[src/rtl/rnn_pkg.sv]
// -----------------------------------------------------------------------------
// rnn_pkg
// Shared definitions for the recurrent-step sequencer: default vector and
// matrix dimensions, fixed-point formats and the controller state encoding.
// No ports (package).
// -----------------------------------------------------------------------------
package rnn_pkg;

   localparam int IN_DIM  = 2;   // input vector length (rows of W)
   localparam int HID_DIM = 4;   // hidden units
   localparam int DW      = 16;  // signed data width
   localparam int FRAC    = 8;   // fractional bits (Q8.8)
   localparam int ACC_W   = 40;  // accumulator width

   typedef logic signed [DW-1:0]    fixed_t;
   typedef logic signed [ACC_W-1:0] acc_t;

   typedef enum logic [2:0] {
      ST_IDLE   = 3'd0,
      ST_ACC_X  = 3'd1,
      ST_ACC_H  = 3'd2,
      ST_WRITE  = 3'd3,
      ST_COMMIT = 3'd4,
      ST_DONE   = 3'd5
   } ctrl_state_t;

endpackage : rnn_pkg

[src/rtl/rnn_mac.sv]
// -----------------------------------------------------------------------------
// rnn_mac
// Single signed multiply-accumulate unit shared by every product of a step,
// plus the combinational output conditioning (rescale, saturate, activation)
// applied to the current accumulator contents.
//
// Ports:
//   clk, rst_n  - clock, asynchronous active-low reset
//   clear       - zero the accumulator on the next edge (wins over en)
//   en          - add a*b into the accumulator on the next edge
//   a, b        - signed DW-bit operands
//   acc         - registered accumulator
//   act_out     - (acc >>> FRAC), saturated to DW bits, optional ReLU
// -----------------------------------------------------------------------------
module rnn_mac #(
   parameter int DW       = 16,
   parameter int FRAC     = 8,
   parameter int ACC_W    = 40,
   parameter int ACT_RELU = 1
) (
   input  logic                    clk,
   input  logic                    rst_n,
   input  logic                    clear,
   input  logic                    en,
   input  logic signed [DW-1:0]    a,
   input  logic signed [DW-1:0]    b,
   output logic signed [ACC_W-1:0] acc,
   output logic signed [DW-1:0]    act_out
);

   localparam logic signed [ACC_W-1:0] SAT_MAX = ACC_W'((64'sd1 <<< (DW-1)) - 64'sd1);
   localparam logic signed [ACC_W-1:0] SAT_MIN = ~SAT_MAX;

   // Arithmetic shift floors toward -inf; the clamp then keeps the result
   // inside the DW-bit signed range.
   function automatic logic signed [DW-1:0] shift_sat(input logic signed [ACC_W-1:0] v);
      logic signed [ACC_W-1:0] r;
      r = v >>> FRAC;
      if (r > SAT_MAX) begin
         return SAT_MAX[DW-1:0];
      end else if (r < SAT_MIN) begin
         return SAT_MIN[DW-1:0];
      end
      return r[DW-1:0];
   endfunction

   function automatic logic signed [DW-1:0] activate(input logic signed [DW-1:0] v);
      if ((ACT_RELU != 0) && v[DW-1]) begin
         return '0;
      end
      return v;
   endfunction

   logic signed [2*DW-1:0]  prod;
   logic signed [ACC_W-1:0] prod_ext;
   logic signed [ACC_W-1:0] acc_d;
   logic signed [ACC_W-1:0] acc_q;

   always_comb begin
      prod     = a * b;
      prod_ext = {{(ACC_W-2*DW){prod[2*DW-1]}}, prod};
      acc_d    = acc_q;
      if (clear) begin
         acc_d = '0;
      end else if (en) begin
         acc_d = acc_q + prod_ext;
      end
   end

   always_ff @(posedge clk or negedge rst_n) begin
      if (!rst_n) begin
         acc_q <= '0;
      end else begin
         acc_q <= acc_d;
      end
   end

   assign acc     = acc_q;
   assign act_out = activate(shift_sat(acc_q));

endmodule : rnn_mac

[src/rtl/rnn_step_ctrl.sv]
// -----------------------------------------------------------------------------
// rnn_step_ctrl
// Sequences one recurrent time step h_t = act(W*x + U*h_{t-1}) through a single
// shared MAC. For each hidden unit j it accumulates the IN_DIM input products,
// then the HID_DIM recurrent products against the committed h, then writes the
// conditioned result into h_next[j]. After the last unit, h_next is copied into
// h in one cycle so the host never observes a partially updated state.
//
// Ports:
//   clk, rst_n          - clock, asynchronous active-low reset
//   start               - request one step (sampled in IDLE only)
//   clear_h             - zero hidden state (IDLE only, beats start)
//   busy                - step in progress
//   done                - one-cycle pulse when the step has committed
//   x_idx / x_data      - input vector read port (registered address)
//   w_row, w_col/w_data - W matrix read port (registered address)
//   u_row, u_col/u_data - U matrix read port (registered address)
//   h_rd_idx/h_rd_data  - host readback of the committed hidden state
// -----------------------------------------------------------------------------
module rnn_step_ctrl
   import rnn_pkg::*;
#(
   parameter int IN_DIM   = rnn_pkg::IN_DIM,
   parameter int HID_DIM  = rnn_pkg::HID_DIM,
   parameter int DW       = rnn_pkg::DW,
   parameter int FRAC     = rnn_pkg::FRAC,
   parameter int ACC_W    = rnn_pkg::ACC_W,
   parameter int ACT_RELU = 1
) (
   input  logic                       clk,
   input  logic                       rst_n,
   input  logic                       start,
   input  logic                       clear_h,
   output logic                       busy,
   output logic                       done,
   output logic [$clog2(IN_DIM)-1:0]  x_idx,
   input  logic signed [DW-1:0]       x_data,
   output logic [7:0]                 w_row,
   output logic [7:0]                 w_col,
   input  logic signed [DW-1:0]       w_data,
   output logic [7:0]                 u_row,
   output logic [7:0]                 u_col,
   input  logic signed [DW-1:0]       u_data,
   input  logic [$clog2(HID_DIM)-1:0] h_rd_idx,
   output logic signed [DW-1:0]       h_rd_data
);

   localparam int XW = $clog2(IN_DIM);
   localparam int HW = $clog2(HID_DIM);
   localparam logic [XW-1:0] I_LAST = XW'(IN_DIM - 1);
   localparam logic [HW-1:0] K_LAST = HW'(HID_DIM - 1);

   ctrl_state_t state_q, state_d;

   // i walks the input vector, k walks h, j selects the hidden unit being
   // computed. They double as the registered read addresses.
   logic [XW-1:0] i_q, i_d;
   logic [HW-1:0] j_q, j_d;
   logic [HW-1:0] k_q, k_d;

   logic signed [DW-1:0] h_q  [HID_DIM];
   logic signed [DW-1:0] h_d  [HID_DIM];
   logic signed [DW-1:0] hn_q [HID_DIM];
   logic signed [DW-1:0] hn_d [HID_DIM];

   logic                    mac_clear;
   logic                    mac_en;
   logic signed [DW-1:0]    mac_a;
   logic signed [DW-1:0]    mac_b;
   logic signed [ACC_W-1:0] mac_acc;
   logic signed [DW-1:0]    mac_act;

   rnn_mac #(
      .DW       (DW),
      .FRAC     (FRAC),
      .ACC_W    (ACC_W),
      .ACT_RELU (ACT_RELU)
   ) u_mac (
      .clk     (clk),
      .rst_n   (rst_n),
      .clear   (mac_clear),
      .en      (mac_en),
      .a       (mac_a),
      .b       (mac_b),
      .acc     (mac_acc),
      .act_out (mac_act)
   );

   always_comb begin
      state_d   = state_q;
      i_d       = i_q;
      j_d       = j_q;
      k_d       = k_q;
      h_d       = h_q;
      hn_d      = hn_q;
      mac_clear = 1'b0;
      mac_en    = 1'b0;
      mac_a     = '0;
      mac_b     = '0;

      unique case (state_q)
         ST_IDLE: begin
            if (clear_h) begin
               for (int n = 0; n < HID_DIM; n++) begin
                  h_d[n] = '0;
               end
            end else if (start) begin
               state_d   = ST_ACC_X;
               i_d       = '0;
               j_d       = '0;
               k_d       = '0;
               mac_clear = 1'b1;
            end
         end

         ST_ACC_X: begin
            mac_en = 1'b1;
            mac_a  = x_data;
            mac_b  = w_data;
            if (i_q == I_LAST) begin
               i_d     = '0;
               k_d     = '0;
               state_d = ST_ACC_H;
            end else begin
               i_d = i_q + 1'b1;
            end
         end

         ST_ACC_H: begin
            // Recurrent term always uses the committed h, never h_next.
            mac_en = 1'b1;
            mac_a  = h_q[k_q];
            mac_b  = u_data;
            if (k_q == K_LAST) begin
               k_d     = '0;
               state_d = ST_WRITE;
            end else begin
               k_d = k_q + 1'b1;
            end
         end

         ST_WRITE: begin
            hn_d[j_q] = mac_act;
            mac_clear = 1'b1;
            if (j_q == K_LAST) begin
               j_d     = '0;
               state_d = ST_COMMIT;
            end else begin
               j_d     = j_q + 1'b1;
               state_d = ST_ACC_X;
            end
         end

         ST_COMMIT: begin
            h_d     = hn_q;
            state_d = ST_DONE;
         end

         ST_DONE: begin
            state_d = ST_IDLE;
         end

         default: begin
            state_d = ST_IDLE;
         end
      endcase
   end

   always_ff @(posedge clk or negedge rst_n) begin
      if (!rst_n) begin
         state_q <= ST_IDLE;
         i_q     <= '0;
         j_q     <= '0;
         k_q     <= '0;
         for (int n = 0; n < HID_DIM; n++) begin
            h_q[n]  <= '0;
            hn_q[n] <= '0;
         end
      end else begin
         state_q <= state_d;
         i_q     <= i_d;
         j_q     <= j_d;
         k_q     <= k_d;
         h_q     <= h_d;
         hn_q    <= hn_d;
      end
   end

   // Every unit starts from an empty accumulator: it was cleared either on
   // start or by the preceding WRITE.
   always_ff @(posedge clk) begin
      if (rst_n && (state_q == ST_ACC_X) && (i_q == '0)) begin
         assert (mac_acc == '0);
      end
   end

   assign busy      = (state_q == ST_ACC_X) || (state_q == ST_ACC_H) ||
                      (state_q == ST_WRITE) || (state_q == ST_COMMIT);
   assign done      = (state_q == ST_DONE);

   assign x_idx     = i_q;
   assign w_row     = 8'(i_q);
   assign w_col     = 8'(j_q);
   assign u_row     = 8'(k_q);
   assign u_col     = 8'(j_q);

   assign h_rd_data = h_q[h_rd_idx];

endmodule : rnn_step_ctrl

[config.mk]
export PLATFORM = sky130hd
export DESIGN_NAME = rnn_step_ctrl
export DESIGN_NICKNAME = d
export VERILOG_FILES = /design/src/rtl/rnn_pkg.sv /design/src/rtl/rnn_mac.sv /design/src/rtl/rnn_step_ctrl.sv
export SDC_FILE = /design/constraint.sdc
export NUM_CORES = 1
export LEC_CHECK = 0
export BUFFER_PORTS_ARGS = -buffer_cell sky130_fd_sc_hd__buf_4
export CAP_MARGIN = 40
export CELL_PAD_IN_SITES_DETAIL_PLACEMENT = 1
export CELL_PAD_IN_SITES_GLOBAL_PLACEMENT = 1
export CORE_MARGIN = 3
export CORE_UTILIZATION = 24
export DETAILED_ROUTE_END_ITERATION = 10
export GPL_TIMING_DRIVEN = 1
export PLACE_DENSITY_LB_ADDON = 0.2
export SETUP_SLACK_MARGIN = 0.5
export SLEW_MARGIN = 30
export SYNTH_ARGS = -nofsm -noshare
export SYNTH_HDL_FRONTEND = slang
export SYNTH_SLANG_ARGS = --single-unit
[constraint.sdc]
create_clock -name clk -period 8.3 [get_ports clk]
set_clock_uncertainty 0.2 [all_clocks]
set_input_delay 0.415 -clock clk [delete_from_list [all_inputs] [get_ports clk]]
set_output_delay 0.415 -clock clk [all_outputs]
set_load 0.02 [all_outputs]
==> qor.txt, run 1 <==
grt total ovfl -> 0
xor-xnor portion of the synthesized cell area -> 0.0159
Finish-stage setup viols -> 0
commonest non-fill, non-tap cells in the layout -> inv_1 (408), fa_1 (328), nand2_1 (210), nor2_1 (176), dfrtp_1 (166)
CTS Buffer Depth -> 2
Period minus WS final -> 7.53 ns
vias in the first global route -> 16300
CTS tree -> yes
number of synthesized flops with an enable pin -> 0
peak supply drop -> 213 µV
final WL -> 66.4 mm
TNS Setup -> 0 ns
io pins -> 105
first-pass GRT wire length -> 104 mm
Nets -> 2645
Final Hold Fails -> 0
GR Util All Layers -> 0.161
CP endpoint kind -> flop
async set or reset register ratio after synthesis -> 1.00
PnR worst setup slack -> 0.766 ns
nature of the critical path startpoint -> flop
syn avg cell area -> 9.80 µm²
Via density -> 4.52
chip height -> 293 µm
initial antenna violation count -> 1
antenna viol nets, final -> 0
total die area -> 86100 µm²
Num Clock Sinks -> 168
vias -> 14500
multiplexer area fraction after synthesis -> 0.0346
area share of the largest cell type after synthesis -> 0.333
row count -> 104
critical path class -> flop to flop
adder-cell share of the synthesized area -> 0.409
clock group share of total power -> 0.081
DRC Markers -> 0
P_sw -> 0.00575 W
Seq/Total Area, Yosys -> 0.212
outcome -> completed
clock buffer count from CTS -> 17
Gate Count Post-Synth -> 2024
worst-path fanout max -> 21
core box area -> 81200 µm²
Post-DP HPWL -> 53.4 mm
slew of the pin with the lowest slew margin -> 0.778 ns
htree depth -> 4
max-cap check violation count -> 0
Synth Area in Compound Gates -> 0.128
Setup WS pre-CTS -> 0.287 ns
predominant post-synthesis flop cell -> dfrtp_1
Pint -> 0.00477 W
combinational share of power -> 0.793
Root Driver -> clkbuf_16
switching share of power -> 0.547
DR pass1 iterations -> 4
Data arrival, critical path -> 7.72 ns
Slew Viols, Final -> 0
critical path required time -> 8.49 ns
unrepaired setup endpoints after global routing -> yes
Leak Pwr -> 11.4 nW
Filler Cell Count -> 9347
Synth Area in Simple Gates -> 0.0953
final worst path period share -> 0.908
largest family of logic cells by synthesized area -> adder cells
largest net degree at the start of global routing -> 105
die width -> 293 µm
initial drt markers -> 717
Slew HR -> 0.481
gpl congestion -> 0.827
clk_lat worst skew -> 0.50 ns
I/O Buffers -> 78
Pwr Density -> 456 nW/µm²
Yosys reg bits -> 168
commonest non-fill, non-tap cell in the layout -> inv_1
Hold Path Class -> input pin to flop
Layout area overhead -> 16.5%
Flop pwr share -> 0.126
layout cells sized above 1 -> 0.152
synth unique cells -> 67
Synth area leaders -> fa_1 (33%), dfrtp_1 (21%), inv_1 (7.8%)
Initial Utilization -> 0.244
cell taking the most area after synthesis -> fa_1
yosys warns -> 0
maximum clock rate -> 133 MHz
Reg clk slew, reported paths -> 0.09 ns
DR WL/cell -> 20.7 µm
mapped cell area -> 19800 µm²
## critical path, stage by stage (launching register included)
cell,delay [ns]
dfrtp_2,0.48
nor2b_2,0.19
and2b_4,0.22
buf_12,0.14
clkbuf_16,0.18
a22oi_2,0.24
buf_4,0.20
buf_4,0.16
nor2_1,0.07
fa_1,0.54
inv_1,0.05
fa_1,0.51
inv_1,0.07
fa_1,0.42
fa_1,0.51
fa_1,0.50
inv_1,0.06
fa_1,0.54
inv_1,0.05
ha_1,0.36
a21oi_2,0.18
o21ai_1,0.11
a211oi_4,0.40
a21oi_2,0.15
o21ai_2,0.22
a21boi_2,0.09
or3_1,0.33
a32o_1,0.26
## through the flow
stage | power, W | instance area (µm²) | hold slack (ns) | instances | util
after global placement | 0.00939 | 21900 | 0.261 | 3143 | 0.270
after detailed placement | 0.00943 | 21900 | 0.271 | 3145 | 0.270
after floorplan | 0.00690 | 19900 | -0.0806 | 2049 | -
after CTS | 0.0105 | 22600 | 0.146 | 3186 | 0.279
final | 0.0105 | 23100 | 0.183 | 3215 | 0.284
after global routing | 0.0118 | 23100 | 0.213 | 3214 | 0.284
## registers in the layout, summed over array words and instances, names as in the netlist
name,count
state_q,3
k_q,2
u_mac.acc,40
j_q,2
h_q,60
hn_q,60
x_idx,1
## path summary, 6_finish.rpt
kind / start / end / slack [ns] / cells after the start
worst max-delay path: state_q[0] / u_mac.acc[32] / 0.77 / 27
worst min-delay path: clear_h / state_q[0] / 0.18 / 4
worst max register to register: state_q[0] / u_mac.acc[32] / 0.77 / 27
worst min register to register: hn_q[35] / hn_q[35] / 0.28 / 2
max in group asynchronous: rst_n / h_q[32] / 6.36 / 5
min in group asynchronous: rst_n / j_q[1] / 0.22 / 2
## routing by layer
metal / wire length, µm / global-route usage
met3: 2470 / 0.0313
met5: 17 / 0
met4: 1180 / 0.0358
met1: 32000 / 0.225
met2: 30800 / 0.258
## what timing repair did
action                     in CTS  in global routing
setup buffers                   8                 25
hold endpoints to repair      103                  0
hold buffers                    1                  0
gates resized for setup         8                 49
setup endpoints to repair      16                 17
pin swaps                       2                 10
cloned                          0                  1
## final cells by class
type,count,area (µm²),area share
clock inverter,15,189,0.00818
clock buffer,17,425,0.0184
tap,1060,1330,0.0574
sequential,168,4210,0.182
multi-input combinational,1360,13800,0.598
inverter,410,1540,0.0668
timing repair buffer,184,1580,0.0686
antenna,1,2.50,0.000108
## power groups by stage
stage / clock, W / sequential (W) / combinational, W
final: 0.000849 / 0.00133 / 0.00835
after detailed placement: 0 / 0.00135 / 0.00808
after global placement: 0 / 0.00134 / 0.00805
after CTS: 0.000888 / 0.00133 / 0.00827
after floorplan: 0 / 0.00126 / 0.00564
after global routing: 0.000916 / 0.00137 / 0.00948
## logic make-up (layout without fill, tap and decap cells)
group	count (synthesis)	in the layout
adder cells (fa/ha/maj)	450	450
multiplexers	31	31
AO/OA/AOI/OAI	356	356
AND/OR/NAND/NOR	461	461
other	1	27
buffers and inverters	521	626
flip-flops	168	168
XOR/XNOR	36	36
## cells in the mapped netlist (4+ instances only)
| cell type | count |
|---|---|
| dfrtp_1 | 168 |
| o21bai_1 | 4 |
| a21o_1 | 16 |
| nor4_1 | 4 |
| buf_2 | 22 |
| a211oi_1 | 6 |
| inv_1 | 410 |
| nand3_1 | 12 |
| ha_1 | 120 |
| o211ai_1 | 5 |
| xnor2_1 | 25 |
| o21ai_1 | 18 |
| nand4_1 | 5 |
| a21boi_1 | 5 |
| nor2_1 | 182 |
| nand2_1 | 211 |
| a22oi_1 | 19 |
| buf_4 | 29 |
| nand2b_1 | 10 |
| a32o_1 | 5 |
| or3_1 | 5 |
| nor2b_1 | 7 |
| xor2_1 | 11 |
| mux4_2 | 30 |
| nor3_1 | 9 |
| fa_1 | 330 |
| a22oi_2 | 12 |
| a21oi_1 | 48 |
| and2_1 | 5 |
| o21ai_0 | 95 |
| clkbuf_1 | 57 |
| a22o_1 | 91 |
Power figures use the tool's default switching activity.
==> run 2: changes to the inputs <==
Settings changed: CORE_ASPECT_RATIO set to 0.7.
==> run 2 against run 1 <==
Compared with the run above: worst setup slack improved by 0.048 ns; first-iteration DRC count up 7.5%; die area is essentially flat; via count up 1.5%; worst hold slack improved by 0.057 ns; critical path type unchanged; highest routed layer is now met4; non-clock buffer count grew 9; global-route usage grew 0.33 points; register-to-register slack improved by 0.05 ns; design area increased by 0.56%.
==> qor.txt, run 2 (synthesized netlist as in run 1, its figures left out) <==
Nets -> 2654 (+0.34%)
outcome -> completed
Initial Utilization -> 0.244 (about the same)
total die area -> 86200 µm² (about the same)
GR Util All Layers -> 0.164 (+0.00325)
io pins -> 105 (unchanged)
grt total ovfl -> 0 (unchanged)
crit path launch -> k_q[0]
CTS Buffer Depth -> 2 (unchanged)
flop2flop setup slack -> 0.81 ns (+0.05 ns)
slowest CP cell -> mux4_2
Period minus WS final -> 7.49 ns (-0.0481 ns)
Post-DP HPWL -> 55.8 mm (+4.5%)
Hold WS -> 0.240 ns (+0.0570 ns)
Layout area overhead -> 17.1%
initial drt markers -> 771 (+7.5%)
unrepaired setup endpoints after global routing -> no
Slew Viols, Final -> 0 (unchanged)
Hold Path Class -> input pin to flop
Filler Cell Count -> 9303 (-0.47%)
max-cap check violation count -> 0 (unchanged)
vias -> 14800 (+1.5%)
Root Driver -> clkbuf_16
layout cells sized above 1 -> 0.159 (+0.00676)
Critical R2R Capture -> u_mac.acc[32]
critical path class -> flop to flop
Via density -> 4.56 (+0.93%)
I/O Buffers -> 78 (unchanged)
Levels on crit path -> 26 (-3.7%)
die width -> 350 µm (+19%)
commonest non-fill, non-tap cell in the layout -> inv_1
TNS Setup -> 0 ns (unchanged)
core box area -> 81200 µm² (about the same)
final WL -> 67.6 mm (+1.8%)
worst-path fanout max -> 16 (-24%)
final worst path period share -> 0.902 (-0.00579)
Data arrival, critical path -> 7.64 ns (-0.08 ns)
cell count of the worst reg-to-reg path -> 26 (-3.7%)
gpl congestion -> 0.856 (+3.5%)
CTS tree -> yes
clk_lat worst skew -> 0.47 ns (-0.03 ns)
first-pass GRT wire length -> 107 mm (+2.4%)
Num Clock Sinks -> 168 (unchanged)
slew of the pin with the lowest slew margin -> 0.832 ns (+0.0535 ns)
row count -> 87 (-16%)
Final Hold Fails -> 0 (unchanged)
Finish-stage setup viols -> 0 (unchanged)
maximum clock rate -> 134 MHz (+0.64%)
commonest non-fill, non-tap cells in the layout -> inv_1 (407), fa_1 (323), nand2_1 (209), nor2_1 (178), buf_4 (169)
DRC Markers -> 0 (unchanged)
CP delay by family, top -> adder cells
worst setup path end -> u_mac.acc[32]
Slew HR -> 0.441 (-0.0408)
CP endpoint kind -> flop
antenna viol nets, final -> 0 (unchanged)
initial antenna violation count -> 2 (+1)
vias in the first global route -> 16700 (+2.2%)
Slowest Stage Delay on Critical Path -> 0.58 ns (+0.04 ns)
htree depth -> 4 (unchanged)
chip height -> 246 µm (-16%)
Reg clk slew, reported paths -> 0.08 ns (about the same)
nature of the critical path startpoint -> flop
DR WL/cell -> 20.9 µm (+1.2%)
DR pass1 iterations -> 4 (unchanged)
critical path required time -> 8.45 ns (-0.04 ns)
clock buffer count from CTS -> 17 (unchanged)
Worst R2R Start -> k_q[0]
Crit path top cell by count -> fa_1
largest net degree at the start of global routing -> 61 (-42%)
Buf/Inv on CP -> 8 (unchanged)
run 2: per-layer routing:
metal  track usage  wire, µm
met4        0.0218       402
met2         0.238     28100
met5             0         0
met3        0.0315      3440
met1         0.256     35600
run 2: worst min-delay path, delay by kind of cell:
| family | cells | cell delay (ns) |
|---|---|---|
| AO/OA/AOI/OAI | 2 | 0.30 |
| buffers and inverters | 1 | 0.11 |
| AND/OR/NAND/NOR | 1 | 0.06 |
run 2: stage by stage:
step	util	instances	area [µm²]	worst slack, ns
after detailed placement	0.271	3168	22000	0.0812
after global routing	0.286	3231	23200	0.480
after CTS	0.281	3217	22800	0.510
after global placement	0.271	3165	22000	0.206
after floorplan	-	2049	19900	0.870
final	0.286	3232	23200	0.814
run 2: what timing repair did:
action / 4_1_cts / 5_1_grt
buffers inserted: 16 / 13
endpoints found under the hold margin: 51 / 0
pin swaps: 4 / 7
resized for setup: 8 / 67
setup endpoints to repair: 19 / 20
hold buffers: 1 / 0
cloned: 0 / 0
run 2: cell type report:
cell class / instances / area, µm² / share of cell area
Timing Repair Buffer: 193 / 1650 / 0.0712
Antenna cell: 1 / 2.50 / 0.000108
Tap cell: 1068 / 1340 / 0.0575
Inverter: 410 / 1540 / 0.0664
Clock inverter: 15 / 171 / 0.00738
Multi-Input combinational cell: 1360 / 13900 / 0.598
Sequential cell: 168 / 4210 / 0.181
Clock buffer: 17 / 425 / 0.0183
run 2: worst min-delay path by stage:
stage            start          to  slack (ns)  cells past startpoint
3_5_place_dp     rst_n    hn_q[17]        0.22                      1
5_1_grt        clear_h  state_q[0]        0.28                      4
3_3_place_gp     rst_n     hn_q[1]        0.22                      1
6_report       clear_h       x_idx        0.24                      4
2_1_floorplan    rst_n      h_q[0]       -0.08                      0
4_1_cts        clear_h       x_idx        0.19                      4
Power of run 2 is left out: the tool's default activity adds up to more than one toggle a clock period on the data nets, which glitch-free logic cannot reach.
